$ cat src/rtl/xa_bf_pkg.sv
// Shared definitions for the second-generation beam-forming sequence controller:
// one-hot state encoding, parameter defaults and a state-class helper.
package xa_bf_pkg;

  typedef enum logic [6:0] {
    ST_WAIT_SPEC  = 7'b0000001,
    ST_WAIT_TRANS = 7'b0000010,
    ST_WAIT_RAM0  = 7'b0000100,
    ST_WAIT_RAM1  = 7'b0001000,
    ST_WAIT_CALC  = 7'b0010000,
    ST_END_JUDGE  = 7'b0100000,
    ST_DONE       = 7'b1000000
  } state_e;

  localparam logic [19:0] LP_PAD_SIZE_DEF = 20'd0;
  localparam logic [23:0] LP_TIMEOUT_DEF  = 24'd1000000;

  // States in which the controller waits on an external handshake and the watchdog runs.
  function automatic logic is_wdt_state(input state_e s);
    logic w_res;
    case (s)
      ST_WAIT_TRANS, ST_WAIT_RAM0, ST_WAIT_RAM1, ST_WAIT_CALC: w_res = 1'b1;
      default:                                                 w_res = 1'b0;
    endcase
    return w_res;
  endfunction

endpackage

$ cat src/rtl/xa_bf_wdt.sv
// Per-state watchdog: counts enabled clocks since the last clear and flags expiry
// on the clock that would make the count reach the limit. A limit of 0 never expires.
module xa_bf_wdt (
  input  logic        i_clk,
  input  logic        i_clear,
  input  logic        i_enable,
  input  logic [23:0] i_limit,
  output logic        o_expire
);

  logic [23:0] r_cnt;

  // Saturating clock counter, restarted by the owner on every state change.
  always_ff @(posedge i_clk) begin
    if (i_clear) begin
      r_cnt <= 24'd0;
    end else if (i_enable && (r_cnt != 24'hFFFFFF)) begin
      r_cnt <= r_cnt + 24'd1;
    end else begin
      r_cnt <= r_cnt;
    end
  end

  assign o_expire = i_enable && (i_limit != 24'd0) && (r_cnt == (i_limit - 24'd1));

endmodule

$ cat src/rtl/xa_bf_ctrl_g2.sv
// Beam-forming sequence controller: per frame it drives parameter transfer,
// RAM0/RAM1 loads and P_CALC_NUM calculation passes, with abort and watchdog.
module xa_bf_ctrl_g2
  import xa_bf_pkg::*;
#(
  parameter int          P_FRAME_W  = 4,
  parameter int          P_CALC_NUM = 2,
  parameter logic [19:0] P_PAD_SIZE = LP_PAD_SIZE_DEF,
  parameter logic [23:0] P_TIMEOUT  = LP_TIMEOUT_DEF
) (
  input  logic                 i_clk156m,
  input  logic                 i_srst,
  input  logic [P_FRAME_W-1:0] i_frame_time,
  input  logic                 i_system,
  input  logic                 i_spec_done,
  input  logic                 i_param_end,
  input  logic                 i_ram_done,
  input  logic                 i_calc_end,
  input  logic [31:0]          i_frame_offset,
  output logic                 o_param_start,
  output logic                 o_calc_start,
  output logic                 o_sp_end,
  output logic [19:0]          o_pad_size,
  output logic                 o_end_ins,
  output logic [31:0]          o_frame_offset0,
  output logic [P_FRAME_W-1:0] o_frame_time,
  output logic [4:0]           o_calc_idx,
  output logic                 o_frame_done,
  output logic                 o_abort,
  output logic                 o_timeout,
  output logic [6:0]           o_state
);

  localparam logic [4:0] LP_CALC_NUM = 5'(P_CALC_NUM);
  localparam logic [4:0] LP_LAST_IDX = 5'(P_CALC_NUM - 1);

  state_e                r_state;
  logic [P_FRAME_W-1:0]  r_ft_prev;
  logic [4:0]            r_calc_cnt;

  // First stage of the transition pulses; the output registers form the second stage.
  logic                  r_ev_param_start;
  logic                  r_ev_calc_start;
  logic                  r_ev_sp_end;
  logic                  r_ev_frame_done;
  logic                  r_ev_abort;
  logic                  r_ev_timeout;
  logic [P_FRAME_W-1:0]  r_ev_ft;
  logic [4:0]            r_ev_idx;

  state_e                w_next;
  logic [4:0]            w_cnt_next;
  logic                  w_fchg;
  logic                  w_expire;
  logic                  w_wdt_en;
  logic                  w_wdt_clear;
  logic                  w_ev_param_start;
  logic                  w_ev_calc_start;
  logic                  w_ev_sp_end;
  logic                  w_ev_frame_done;
  logic                  w_ev_abort;
  logic                  w_ev_timeout;

  assign w_fchg      = (i_frame_time != r_ft_prev);
  assign w_wdt_en    = is_wdt_state(r_state);
  assign w_wdt_clear = i_srst || (w_next != r_state) || !w_wdt_en;
  assign o_state     = r_state;

  xa_bf_wdt u_wdt (
    .i_clk    (i_clk156m),
    .i_clear  (w_wdt_clear),
    .i_enable (w_wdt_en),
    .i_limit  (P_TIMEOUT),
    .o_expire (w_expire)
  );

  // Next-state and event decode; frame change outranks the watchdog, which outranks handshakes.
  always_comb begin
    w_next           = r_state;
    w_cnt_next       = r_calc_cnt;
    w_ev_param_start = 1'b0;
    w_ev_calc_start  = 1'b0;
    w_ev_sp_end      = 1'b0;
    w_ev_frame_done  = 1'b0;
    w_ev_abort       = 1'b0;
    w_ev_timeout     = 1'b0;
    if (w_fchg) begin
      w_next = ST_WAIT_SPEC;
      if ((r_state != ST_WAIT_SPEC) && (r_state != ST_DONE)) begin
        w_ev_abort = 1'b1;
      end else begin
        w_ev_abort = 1'b0;
      end
    end else if (w_expire) begin
      w_next       = ST_WAIT_SPEC;
      w_ev_timeout = 1'b1;
    end else begin
      case (r_state)
        ST_WAIT_SPEC: begin
          if (!i_system || i_spec_done) begin
            w_next           = ST_WAIT_TRANS;
            w_ev_param_start = 1'b1;
          end else begin
            w_next = ST_WAIT_SPEC;
          end
        end
        ST_WAIT_TRANS: begin
          if (i_param_end) begin
            w_next      = ST_WAIT_RAM0;
            w_ev_sp_end = i_system;
          end else begin
            w_next = ST_WAIT_TRANS;
          end
        end
        ST_WAIT_RAM0: begin
          if (i_ram_done) begin
            w_next      = ST_WAIT_RAM1;
            w_ev_sp_end = 1'b1;
          end else begin
            w_next = ST_WAIT_RAM0;
          end
        end
        ST_WAIT_RAM1: begin
          if (i_ram_done) begin
            w_next          = ST_WAIT_CALC;
            w_ev_calc_start = 1'b1;
          end else begin
            w_next = ST_WAIT_RAM1;
          end
        end
        ST_WAIT_CALC: begin
          if (i_calc_end) begin
            w_next      = ST_END_JUDGE;
            w_ev_sp_end = 1'b1;
            if (r_calc_cnt != 5'd31) begin
              w_cnt_next = r_calc_cnt + 5'd1;
            end else begin
              w_cnt_next = r_calc_cnt;
            end
          end else begin
            w_next = ST_WAIT_CALC;
          end
        end
        ST_END_JUDGE: begin
          if (r_calc_cnt < LP_CALC_NUM) begin
            w_next = ST_WAIT_RAM0;
          end else begin
            w_next          = ST_DONE;
            w_ev_frame_done = 1'b1;
          end
        end
        ST_DONE: begin
          w_next = ST_DONE;
        end
        default: begin
          w_next = ST_WAIT_SPEC;
        end
      endcase
    end
    if (w_next == ST_WAIT_SPEC) begin
      w_cnt_next = 5'd0;
    end else begin
      w_cnt_next = w_cnt_next;
    end
  end

  // State, counters, pulse pipeline and registered data outputs.
  always_ff @(posedge i_clk156m) begin
    if (i_srst) begin
      r_state          <= ST_WAIT_SPEC;
      r_ft_prev        <= '1;
      r_calc_cnt       <= 5'd0;
      r_ev_param_start <= 1'b0;
      r_ev_calc_start  <= 1'b0;
      r_ev_sp_end      <= 1'b0;
      r_ev_frame_done  <= 1'b0;
      r_ev_abort       <= 1'b0;
      r_ev_timeout     <= 1'b0;
      r_ev_ft          <= '0;
      r_ev_idx         <= 5'd0;
      o_param_start    <= 1'b0;
      o_calc_start     <= 1'b0;
      o_sp_end         <= 1'b0;
      o_frame_done     <= 1'b0;
      o_abort          <= 1'b0;
      o_timeout        <= 1'b0;
      o_frame_time     <= '0;
      o_calc_idx       <= 5'd0;
      o_pad_size       <= 20'd0;
      o_end_ins        <= 1'b0;
      o_frame_offset0  <= 32'd0;
    end else begin
      r_state          <= w_next;
      r_ft_prev        <= i_frame_time;
      r_calc_cnt       <= w_cnt_next;
      r_ev_param_start <= w_ev_param_start;
      r_ev_calc_start  <= w_ev_calc_start;
      r_ev_sp_end      <= w_ev_sp_end;
      r_ev_frame_done  <= w_ev_frame_done;
      r_ev_abort       <= w_ev_abort;
      r_ev_timeout     <= w_ev_timeout;
      if (w_ev_calc_start) begin
        r_ev_ft  <= i_frame_time;
        r_ev_idx <= r_calc_cnt;
      end else begin
        r_ev_ft  <= r_ev_ft;
        r_ev_idx <= r_ev_idx;
      end
      o_param_start <= r_ev_param_start;
      o_calc_start  <= r_ev_calc_start;
      o_sp_end      <= r_ev_sp_end;
      o_frame_done  <= r_ev_frame_done;
      o_abort       <= r_ev_abort;
      o_timeout     <= r_ev_timeout;
      if (r_ev_calc_start) begin
        o_frame_time <= r_ev_ft;
        o_calc_idx   <= r_ev_idx;
      end else begin
        o_frame_time <= o_frame_time;
        o_calc_idx   <= o_calc_idx;
      end
      // Pad/end-code track the state register so they sit exactly on the last pass.
      if ((w_next == ST_WAIT_CALC) && (w_cnt_next == LP_LAST_IDX)) begin
        o_pad_size <= P_PAD_SIZE;
        o_end_ins  <= 1'b1;
      end else begin
        o_pad_size <= 20'd0;
        o_end_ins  <= 1'b0;
      end
      if ((w_next == ST_WAIT_SPEC) && i_system) begin
        o_frame_offset0 <= 32'd0;
      end else begin
        o_frame_offset0 <= i_frame_offset;
      end
    end
  end

endmodule

$ cat config.mk
export PLATFORM = sky130hd
export DESIGN_NAME = xa_bf_ctrl_g2
export DESIGN_NICKNAME = d
export VERILOG_FILES = /design/src/rtl/xa_bf_pkg.sv /design/src/rtl/xa_bf_wdt.sv /design/src/rtl/xa_bf_ctrl_g2.sv
export SDC_FILE = /design/constraint.sdc
export NUM_CORES = 1
export LEC_CHECK = 0
export ABC_AREA = 0
export CAP_MARGIN = 20
export CORE_MARGIN = 3
export CORE_UTILIZATION = 45
export CTS_CLUSTER_SIZE = 12
export DETAILED_ROUTE_END_ITERATION = 8
export DONT_BUFFER_PORTS = 1
export PLACE_DENSITY = 0.6
export SLEW_MARGIN = 20
export SYNTH_ARGS = -nofsm -noshare
export SYNTH_HDL_FRONTEND = slang
export SYNTH_SLANG_ARGS = --single-unit
$ cat constraint.sdc
create_clock -name i_clk156m -period 2.7 [get_ports i_clk156m]
set_clock_uncertainty 0.05 [all_clocks]
set_input_delay 0.54 -clock i_clk156m [delete_from_list [all_inputs] [get_ports i_clk156m]]
set_output_delay 0.54 -clock i_clk156m [all_outputs]
set_load 0.02 [all_outputs]
# --- Yosys cells after proc, flatten, opt, wreduce, memory -nomap -nowiden ---
# Cells that the tools add are included.
op_classes:
  n_addsub: 2
  n_lt_le_gt_ge: 1
  n_eq_ne: 17
  n_mux: 28
  bitwise: 3
  reduce_logical: 17
op_table:
  columns: ["operator", "n"]
  rows:
  - ["case mux 7 bit (7 select lines)", 1]
  - ["2-to-1 mux 5 bit", 7]
  - ["adder 24 x 1 -> 24 bit (second input constant)", 1]
  - ["equality test 24 x 20 -> 1 bit (second input constant)", 1]
  - ["!= test 24 bit (second input constant)", 1]
  - ["2-to-1 mux 7 bit", 3]
  - ["equality test 7 x 1 -> 1 bit (second input constant)", 2]
  - ["equality test 7 x 5 -> 1 bit (second input constant)", 2]
  - ["2-to-1 mux 1 bit", 12]
  - ["OR reduction 4 bit", 3]
  - ["equality test 7 x 2 -> 1 bit (second input constant)", 1]
  - ["equality test 7 x 3 -> 1 bit (second input constant)", 1]
  - ["equality test 7 x 4 -> 1 bit (second input constant)", 1]
  - ["equality test 7 x 6 -> 1 bit (second input constant)", 1]
  - ["equality test 7 bit (second input constant)", 1]
  - ["!= test 7 x 1 -> 1 bit (second input constant)", 1]
  - ["!= test 7 bit", 1]
  - ["!= test 7 bit (second input constant)", 1]
  - ["2-to-1 mux 6 bit", 1]
  - ["OR reduction 2 bit", 3]
  - ["adder 5 x 1 -> 5 bit (second input constant)", 1]
  - ["equality test 5 x 1 -> 1 bit (second input constant)", 1]
  - ["logical AND 1 bit", 5]
  - ["< comparator 5 x 2 -> 1 bit (second input constant)", 1]
  - ["10 further kinds", 15]
word_totals:
  reg_bits: 103
  input_bits: 43
  out_inout_bits: 75
  word_cells: 90

# --- Longest topological paths before layout ---
depth:
  word_depth: 11
  depth_mapped: 10
  mapped_depth_nobuf: 8

# --- Modules after synthesis ---
# From an unflattened synthesis, not the netlist that was laid out.
hier_totals:
  hier_cells: 569
  hier_area_um2: 5176.2
modules_own_cells:
  columns: ["mod", "n_inst", "cells_per_inst", "area_each_um2", "seq_area_each_um2"]
  rows:
  - ["xa_bf_ctrl_g2", 1, 313, 3173.0, 1581.5]
  - ["xa_bf_wdt", 1, 256, 2003.2, 480.5]

# --- Worst setup path after synthesis ---
# Ideal clock, no wire load.
synth_path:
  kind: "reg2reg"
  from: "register r_state[4], in the netlist o_state[4]"
  to: "register u_wdt.r_cnt[0]"
  setup_ns: 0.126
  t_arrival_ns: 2.324
  required_ns: 2.524
  slack_ns: 0.200
  path_stages_with_launch: 11
  n_path_buf: 3
  synth_period_minus_slack_ns: 2.500
  cell_sequence: "dfxtp_1 -> clkbuf_1 -> nor3_1 -> nand2_1 -> a311oi_4 -> a21oi_2 -> buf_2 -> o21ai_1 -> o21a_1 -> buf_2 -> nor4_2"
synth_between:
  elab_chain_cells: 9
  elab_cells_between_ends: 18
  cone_classes: "8 x eq/ne; 4 x mux; 6 x reduce/logical"
synth_rtl:
  columns: ["element", "line", "rtl"]
  rows:
  - ["from (decl)", "xa_bf_ctrl_g2.sv:37", "state_e r_state;"]
  - ["from (signal assigned)", "xa_bf_ctrl_g2.sv:193", "r_state <= w_next;"]
  - ["equality test 7 x 5 -> 1 bit, or another cell as far along", "xa_bf_pkg.sv:21, xa_bf_ctrl_g2.sv:98", null]
  - ["OR reduction 4 bit", "xa_bf_pkg.sv:21", "case (s)"]
  - ["2-to-1 mux 1 bit", "xa_bf_pkg.sv:21", null]
  - ["logical AND 1 bit", "xa_bf_wdt.sv:24", "assign o_expire = i_enable && (i_limit != 24'd0) && (r_cnt == (i_limit - 24'd1));"]
  - ["2-to-1 mux 7 bit", "xa_bf_ctrl_g2.sv:94", "end else if (w_expire) begin"]
  - ["2-to-1 mux 7 bit", "xa_bf_ctrl_g2.sv:87", "if (w_fchg) begin"]
  - ["!= test 7 bit", "xa_bf_ctrl_g2.sv:66", "assign w_wdt_clear = i_srst || (w_next != r_state) || !w_wdt_en;"]
  - ["logical OR 1 bit (2 in series)", "xa_bf_ctrl_g2.sv:66", null]
  - ["to (signal assigned)", "xa_bf_wdt.sv:18", "r_cnt <= r_cnt + 24'd1;"]
  - ["to (signal assigned)", "xa_bf_wdt.sv:20", "r_cnt <= r_cnt;"]
  - ["to (decl)", "xa_bf_wdt.sv:11", "logic [23:0] r_cnt;"]
# Several ways; a longest one is shown, not always the timed one.
# A chain may end at the register's enable or synchronous reset.

# --- Worst setup path in the final report ---
layout_path:
  from: "register u_wdt.r_cnt[6]"
  to: "register u_wdt.r_cnt[9]"
layout_between:
  elab_chain_cells: 7
  elab_cells_between_ends: 10
  cone_classes: "1 x add/sub; 3 x eq/ne; 2 x mux; 4 x reduce/logical"
layout_rtl:
  columns: ["element", "line"]
  rows:
  - ["equality test 24 x 20 -> 1 bit", "xa_bf_wdt.sv:24"]
  - ["logical AND 1 bit", "xa_bf_wdt.sv:24"]
  - ["2-to-1 mux 7 bit", "xa_bf_ctrl_g2.sv:94"]
  - ["2-to-1 mux 7 bit", "xa_bf_ctrl_g2.sv:87"]
  - ["!= test 7 bit", "xa_bf_ctrl_g2.sv:66"]
  - ["logical OR 1 bit (2 in series)", "xa_bf_ctrl_g2.sv:66"]
# Several ways; a longest one is shown, not always the timed one.

==> impl_metrics.json <==
{
  "status": "complete, no violations",
  "dieArea_um2": 11100,
  "p_per_area_nw_per_um2": 538,
  "swShare": 0.251,
  "grt_pass1_wl_mm": 14.8,
  "die_x_um": 105,
  "p_total_mw": 2.62,
  "p_clk_frac": 0.358,
  "endpoint_kind": "flop",
  "p_int_mw": 1.96,
  "fmax_ghz": 0.402,
  "p_comb_frac": 0.036,
  "slew_headroom": 0.608,
  "rsz0062_at_grt": "false",
  "setup_ws_ns": 0.214,
  "yosys.area.top_type": "dfxtp_1",
  "worst_pin_slew_ns": 0.587,
  "diodes": 0,
  "first_iter_violations": 108,
  "pwr-share-seq": 0.605,
  "dp_cells": 576,
  "drive_gt1_frac": 0.174,
  "synth-seq-cells": 103,
  "finalNonFillerCells": 594,
  "cts_made_buffers": 9,
  "synth_edf_count": 0,
  "routed_wl_mm": 8.98,
  "rrSetupSlack_ns": 0.21,
  "clk_path_buf_depth": 2,
  "synth_top_area_frac": 0.463,
  "antenna_found_initial": 0,
  "r2r_end": "u_wdt.r_cnt[9]$_SDFFE_PP0P_",
  "hold-worst-slack_ns": 0.182,
  "ir_drop_mv": 0.273,
  "crit_type": "flop to flop",
  "root_buffer": "clkbuf_8",
  "min-delay-start": "i_srst",
  "hold_buffers": 0,
  "cp_max_fo": 24,
  "r2r_start": "u_wdt.r_cnt[6]$_SDFFE_PP0P_",
  "finalCritPeriodShare": 0.921,
  "required_ns": 2.92,
  "gp_congestion": 0.856,
  "rows": 35,
  "cap_violations": 0,
  "p_leak_nw": 1.75,
  "worstHoldPathType": "input port to flop",
  "finalSetupViolCount": 0,
  "grt_max_degree": 35,
  "clock-sinks": 103,
  "io_pins": 118,
  "period_minus_slack_ns": 2.49,
  "synthTopCellsByArea": "dfxtp_1, nor4_2, mux2i_1",
  "cts_max_level": 3,
  "coreArea_um2": 9420,
  "die_y_um": 105,
  "postSynthAreaPerCell_um2": 9.87,
  "cp-start-kind": "flop",
  "hold_path_end": "o_abort$_SDFF_PP0_",
  "p_sw_mw": 0.658,
  "synthFlopType": "dfxtp_1",
  "start_util": 0.473,
  "areaGrowthSynthToFinish_pct": 9.19,
  "ys_warn_count": 0,
  "synth_cells": 451,
  "drt-vias-per-instance": 5.24,
  "yosys.cell_types.count": 58,
  "fill_cells": 872,
  "drc_errors": 0,
  "cts_tree": "built",
  "hold_depth": 1,
  "crit_arrival_ns": 2.70,
  "rr_worst_depth": 9,
  "grt_pass1_vias": 2982,
  "place_hpwl_mm": 6.38,
  "path_clk_slew_ns": 0.11,
  "async_flop_share": 0,
  "yosysMostFrequentCell": "dfxtp_1",
  "grt.total_usage": 0.160,
  "finalMaxSlewViolations": 0,
  "hold_viol": 0,
  "firstDrtPassIters": 4,
  "gr-total-overflow": 0,
  "clk_latency_ns": 0.36,
  "num_vias": 3111,
  "drtAntennaViolNets": 0,
  "synth_area_um2": 4450,
  "utilization": 0.516,
  "port-buffer-count": 0,
  "layout.nets": 505,
  "pre_cts_slack_ns": -0.0243,
  "yosysSeqAreaShare": 0.463,
  "synth_commonest_cells": "dfxtp_1, nor2_1, and2_1",
  "wl_per_cell_um": 15.1
}
[how the worst max path moves through the flow]
| stage | start | end | slack [ns] | cells after the start |
|---|---|---|---|---|
| finish | u_wdt.r_cnt[6]$_SDFFE_PP0P_ | u_wdt.r_cnt[9]$_SDFFE_PP0P_ | 0.21 | 9 |
| global route | u_wdt.r_cnt[6]$_SDFFE_PP0P_ | u_wdt.r_cnt[7]$_SDFFE_PP0P_ | 0.01 | 9 |
| CTS | o_state[3]$_SDFF_PP0_ | u_wdt.r_cnt[9]$_SDFFE_PP0P_ | 0.07 | 8 |
| detailed placement | o_state[1]$_SDFF_PP0_ | o_frame_offset0[12]$_SDFF_PP0_ | -0.02 | 7 |
| global placement | o_state[1]$_SDFF_PP0_ | o_frame_offset0[21]$_SDFF_PP0_ | 0.02 | 7 |
| floorplan | o_state[4]$_SDFF_PP0_ | u_wdt.r_cnt[0]$_SDFFE_PP0P_ | 0.20 | 10 |
[layout by cell type (no fill, tap or decap), types with 3 or more instances in the layout]
cell,netlist,final
nor4_1,12,12
nand4_1,13,13
nor2b_1,8,8
buf_12,0,3
and3_1,10,10
nor3_1,11,10
nand3_1,15,15
nor4_2,20,20
inv_6,0,3
nor2_1,43,43
nand2_1,20,20
buf_4,20,21
o21ai_0,3,3
xor2_1,18,18
conb_1,1,20
and2_1,32,32
a31oi_1,3,3
nor4b_1,3,3
nand2b_1,6,6
or2_2,6,6
mux2i_1,21,21
clkbuf_8,0,10
dfxtp_1,103,103
inv_1,4,4
xnor2_1,11,11
[per-layer routing]
layer / routed length [µm] / share of wire / up-vias / global-route usage
li1: - / - / 1551 / -
met1: 3870 / 0.43 / 1474 / 0.199
met2: 4530 / 0.50 / 78 / 0.271
met3: 479 / 0.053 / 8 / 0.0447
met4: 99 / 0.011 / 0 / 0.0459
met5: 0 / 0 / - / 0
[critical path: stages (launching register included)]
cell and delay [ns]:
dfxtp_1 0.39, nor4_1 0.34, nand4_1 0.14, nor3_1 0.22, buf_4 0.19, nor3_1 0.05, nor4b_1 0.32, o211ai_2 0.19
buf_12 0.21, nor4_2 0.28
[registers in the layout, summed over array words and instances (netlist names), 4 cells and up]
signal,flops
o_frame_offset0,32
u_wdt.r_cnt,24
o_state,7
o_calc_idx,5
r_calc_cnt,5
r_ev_idx,5
o_frame_time,4
r_ev_ft,4
r_ft_prev,4
[cells by family (layout without fill, tap and decap cells)]
| group | count (synthesis) | in the layout | share of synthesized area |
|---|---|---|---|
| XOR/XNOR | 29 | 29 | 0.0571 |
| adder cells (fa/ha/maj) | 2 | 2 | 0.00562 |
| multiplexers | 21 | 21 | 0.0472 |
| other | 1 | 20 | 0.000842 |
| buffers and inverters | 49 | 44 | 0.0641 |
| flip-flops | 103 | 103 | 0.463 |
| AO/OA/AOI/OAI | 27 | 27 | 0.0486 |
| AND/OR/NAND/NOR | 219 | 219 | 0.313 |
[cell type report]
class / count / area [µm²] / share of cell area
inverters: 4 / 15.0 / 0.00309
flip-flops and latches: 103 / 2060 / 0.424
repair buffers: 24 / 218 / 0.0448
clock inverters: 6 / 58.8 / 0.0121
multi-input cells: 318 / 2210 / 0.454
well taps: 129 / 161 / 0.0332
clock buffers: 10 / 138 / 0.0283
[timing repair]
item,in CTS,in global routing
gates resized for setup,1,5
buffers inserted,0,2
pin swaps,0,3
endpoints found under the hold margin,0,0
setup endpoints to repair,32,57
[power groups by stage]
| stage | Sequential, mW | Combinational [mW] | Clock (mW) |
|---|---|---|---|
| 6_report | 1.58 | 0.0951 | 0.938 |
| 5_1_grt | 1.59 | 0.104 | 1.03 |
| 4_1_cts | 1.58 | 0.0933 | 0.971 |
| 3_5_place_dp | 1.62 | 0.0926 | 0 |
| 3_3_place_gp | 1.62 | 0.0912 | 0 |
| 2_1_floorplan | 1.62 | 0.104 | 0 |
[metrics by stage]
stage	cell area, µm²	setup TNS (ns)
floorplan	4520	0
global placement	4620	0
detailed placement	4620	-0.339
CTS	4820	0
global route	4860	0
finish	4860	0
(Power assumes the default switching activity.)
